`src/rtl/serial_adder_ctrl_pkg.sv`:
```
// Shared types for the bit-serial adder: FSM state encoding and default operand width.
package serial_adder_ctrl_pkg;

    localparam int SERIAL_ADD_WIDTH = 8;

    typedef enum logic [1:0] {
        IDLE = 2'd0,
        RUN  = 2'd1,
        HOLD = 2'd2
    } sa_state_t;

endpackage

```
`src/rtl/serial_adder_ctrl_fa.sv`:
```
// Single-bit full adder cell built from two half adders; purely combinational.
module half_adder (
    input  logic x,
    input  logic y,
    output logic s,
    output logic c
);
    assign s = x ^ y;
    assign c = x & y;
endmodule

module full_adder (
    input  logic a,
    input  logic b,
    input  logic ci,
    output logic s,
    output logic co
);
    logic s1;
    logic c1;
    logic c2;

    half_adder u_ha0 (.x(a),  .y(b),  .s(s1), .c(c1));
    half_adder u_ha1 (.x(s1), .y(ci), .s(s),  .c(c2));

    assign co = c1 | c2;
endmodule

```
`src/rtl/serial_adder_ctrl.sv`:
```
// Bit-serial WIDTH-bit adder, LSB first, one full-adder cell; result valid WIDTH cycles after accept.
// Result is held in HOLD until consumed; no new operands are taken until the result leaves.
module serial_adder_ctrl
    import serial_adder_ctrl_pkg::*;
#(
    parameter int WIDTH = SERIAL_ADD_WIDTH
) (
    input  logic             clk,
    input  logic             rst_n,
    input  logic             in_valid,
    output logic             in_ready,
    input  logic [WIDTH-1:0] a,
    input  logic [WIDTH-1:0] b,
    input  logic             cin,
    output logic             out_valid,
    input  logic             out_ready,
    output logic [WIDTH-1:0] sum,
    output logic             cout
);

    localparam int            CW       = (WIDTH > 1) ? $clog2(WIDTH) : 1;
    localparam logic [CW-1:0] CNT_LAST = CW'(WIDTH - 1);

    sa_state_t        state;
    sa_state_t        state_nxt;
    logic [WIDTH-1:0] a_sh;
    logic [WIDTH-1:0] b_sh;
    logic [WIDTH-1:0] r_sh;
    logic [WIDTH-1:0] r_nxt;
    logic             carry;
    logic [CW-1:0]    cnt;
    logic             fa_s;
    logic             fa_co;
    logic             accept;
    logic             last;

    full_adder u_fa (
        .a  (a_sh[0]),
        .b  (b_sh[0]),
        .ci (carry),
        .s  (fa_s),
        .co (fa_co)
    );

    // in_ready is forced low while reset is asserted, high from the first cycle after release
    assign in_ready  = (state == IDLE) && rst_n;
    assign out_valid = (state == HOLD);
    assign accept    = in_valid && (state == IDLE);
    assign last      = (state == RUN) && (cnt == CNT_LAST);

    always_comb begin
        r_nxt            = r_sh >> 1;
        r_nxt[WIDTH-1]   = fa_s;
    end

    always_ff @(posedge clk or negedge rst_n) begin
        if (!rst_n) begin
            state <= IDLE;
        end else begin
            state <= state_nxt;
        end
    end

    always_comb begin
        state_nxt = state;
        case (state)
            IDLE:    if (accept)    state_nxt = RUN;
            RUN:     if (last)      state_nxt = HOLD;
            HOLD:    if (out_ready) state_nxt = IDLE;
            default:                state_nxt = IDLE;
        endcase
    end

    always_ff @(posedge clk or negedge rst_n) begin
        if (!rst_n) begin
            a_sh  <= '0;
            b_sh  <= '0;
            r_sh  <= '0;
            carry <= 1'b0;
            cnt   <= '0;
            sum   <= '0;
            cout  <= 1'b0;
        end else if (accept) begin
            a_sh  <= a;
            b_sh  <= b;
            carry <= cin;
            cnt   <= '0;
        end else if (state == RUN) begin
            a_sh  <= a_sh >> 1;
            b_sh  <= b_sh >> 1;
            r_sh  <= r_nxt;
            carry <= fa_co;
            cnt   <= cnt + CW'(1);
            // the last bit goes straight into the result, bypassing r_sh
            if (last) begin
                sum  <= r_nxt;
                cout <= fa_co;
            end
        end
    end

endmodule
```
`config.mk`:
```
export PLATFORM = sky130hd
export DESIGN_NAME = serial_adder_ctrl
export DESIGN_NICKNAME = d
export VERILOG_FILES = /design/src/rtl/serial_adder_ctrl_pkg.sv /design/src/rtl/serial_adder_ctrl_fa.sv /design/src/rtl/serial_adder_ctrl.sv
export SDC_FILE = /design/constraint.sdc
export NUM_CORES = 1
export LEC_CHECK = 0
export CAP_MARGIN = 20
export CORE_ASPECT_RATIO = 0.6
export CORE_MARGIN = 2
export CORE_UTILIZATION = 35
export CTS_CLUSTER_SIZE = 10
export DETAILED_ROUTE_END_ITERATION = 10
export SYNTH_ARGS = -nofsm -noshare
export SYNTH_HDL_FRONTEND = slang
export SYNTH_SLANG_ARGS = --single-unit
```
`constraint.sdc`:
```
create_clock -name clk -period 2.19 [get_ports clk]
set_clock_uncertainty 0.05 [all_clocks]
set_input_delay 0.5475 -clock clk [delete_from_list [all_inputs] [get_ports clk]]
set_output_delay 0.5475 -clock clk [all_outputs]
set_load 0.05 [all_outputs]
```
==> metrics.yaml <==
critical_path:
  worst-endpoint-required_ps: 1590
  rr_worst_depth: 4
  cp_max_fo: 12
  cp.arrival_ps: 1470
  worst-setup-path-type: "reg -> out"
  critPathLaunchType: "register"
  end_kind: "output port"
place:
  dpl.hpwl_um: 2430
  dpl_cell_area_um2: 2120
  gp_congestion: 0.715
  numPortBuffers: 31
synth:
  synthArstFlopShare_pct: 100
  ys_types: 27
  ys_ff_latch: 38
  synth_nets: 155
  synth_flop_cell: "dfrtp_1"
  synthesis.area_um2: 1720
  synth-edff-count: 0
  avgSynthCellArea_um2: 13.2
  synthTopCellsByCount: "38 x dfrtp_1, 16 x mux2_2, 11 x inv_1"
  yosysWarnings: 0
  yosys.area.top_type: "dfrtp_1"
  synthTopCellsByArea: "dfrtp_1 55%, mux2_2 10%, a222oi_1 3.5%"
  synth_top_area_share_pct: 55.2
  synth.most_common_cell: "dfrtp_1"
  yosysSeqAreaShare_pct: 55.2
  synth_cells: 131
clock_tree:
  clkTransAtPathRegs_ps: 70
  postCtsSetupBuffers: 0
  cts_tree: "done"
  root_buffer: "clkbuf_8"
  cts.sinks: 38
  htreeDepth: 2
  hold_buffers: 0
  cts_resized: 1
  cts_buffer_depth: 2
  clk_latency_ps: 290
  cts-buffers-inserted: 5
timing:
  hold_violations: 0
  setup_violations: 0
  maxSlewViolCount: 0
  setup-tns-final_ps: 0
  relSlewSlack_pct: 64.9
  rsz0062_at_grt: "no"
  fin_crit_ps: 2070
  max_freq_mhz: 483
  worst_pin_slew_ps: 526
  hold_ws_ps: 258
  fin_crit_sh_pct: 94.4
floorplanning:
  pin_count: 32
  start_util_pct: 37.0
  dieArea_um2: 5520
  die_x_um: 94.6
  die_y_um: 58.3
  placeableCoreArea_um2: 4660
  num_rows: 19
cells_and_area:
  fillers: 443
  drive_gt1_share_pct: 24.7
  n_antenna_cell: 0
  area_growth_pct: 31.4
  fin_nets: 189
  fin_area_um2: 2260
detailed_routing:
  drc: 0
  routedWlPerCell_um: 14.9
  viasPerCell: 5.00
  routed_wl_um: 3410
  drt_pre_antenna_iters: 7
  dr.first_iter.drc_count: 45
  num_vias: 1144
  postRouteAntennaNets: 0
flow_run:
  max-cap-violations: 0
grt:
  grt.total_usage_pct: 13.7
  overflow: 0
  grt_max_degree: 39
  grt_pass1_wl_um: 5680
  grt_pass1_vias: 1119
  antenna_found_initial: 0
outcome:
  status: "finished, final reports clean"
worst_hold_path:
  hp-class: "in -> async"
power_and_ir_drop:
  leakagePower_nw: 0.964
  power.total_mw: 3.47
  cellPowerDensity_nw_per_um2: 1530
  irDropWorstVdd_mv: 0.656
## layout make-up
class / instances / area, µm² / area share (%)
inverter: 11 / 41.3 / 1.82
multi-input combinational: 72 / 681 / 30.1
clock inverter: 2 / 60.1 / 2.65
timing repair buffer: 37 / 370 / 16.4
tap: 63 / 78.8 / 3.48
clock buffer: 6 / 82.6 / 3.65
sequential: 38 / 951 / 42.0
## registers in the layout (all words and copies together), names as in the netlist
register,flops
a_sh,8
b_sh,8
carry,1
cnt,3
cout,1
r_sh,7
state,2
sum,8
## cell usage in the layout, fill, tap and decap left out, drive strengths merged, types with 2 or more instances in the layout
cell type,netlist,layout
mux2,16,16
ha,2,2
nor4b,4,4
or4b,5,5
bufinv,0,2
nor3b,5,5
inv,11,11
nor2b,7,7
nand2b,4,4
a211oi,4,4
clkbuf,1,6
a22o,2,2
o221a,5,5
a222oi,6,6
dfrtp,38,38
and2,2,2
clkdlybuf4s50,0,28
buf,9,9
## cell families after synthesis
kind of cell             Yosys count  synth area share (%)
adder cells (fa/ha/maj)            3                  2.61
AND/OR/NAND/NOR                   29                  12.6
flip-flops                        38                  55.2
multiplexers                      17                  11.0
AO/OA/AOI/OAI                     23                  12.9
buffers and inverters             21                  5.59
## where the power goes
part	internal (mW)	switching, mW
logic	0.710	0.782
clock network	0.486	0.243
registers	1.04	0.206
total	2.24	1.23
## metrics by stage
step                      utilization, %  instances  setup slack, ps
final                               48.6        229              122
after detailed placement            45.4        221              201
after global routing                48.6        229             28.3
after CTS                           48.6        229              113
after floorplan                        -        131              342
after global placement              45.4        221              279
## layer usage
layer	track usage (%)	routed length [µm]	part of all wire, %
met1	18.9	1670	49
met2	20.6	1560	46
met3	3.97	123	3.6
met4	5.59	52	1.5
met5	0	0	0
## critical path: stages, from the launching register on
cell     delay, ps
dfrtp_1        520
nor2_4         300
and2_1         220
buf_12         140
## path summary, 6_finish.rpt
kind / startpoint / to / slack (ps)
setup reg to reg: cnt[0] / sum[3] / 460
hold reg to reg: cnt[0] / cnt[0] / 430
min in group clk: cnt[0] / cnt[0] / 430
hold / removal: rst_n / carry / 260
max in group asynchronous: rst_n / a_sh[6] / 1510
setup / recovery: state[1] / in_ready / 120
No activity file was read; power rests on OpenSTA's default activity.
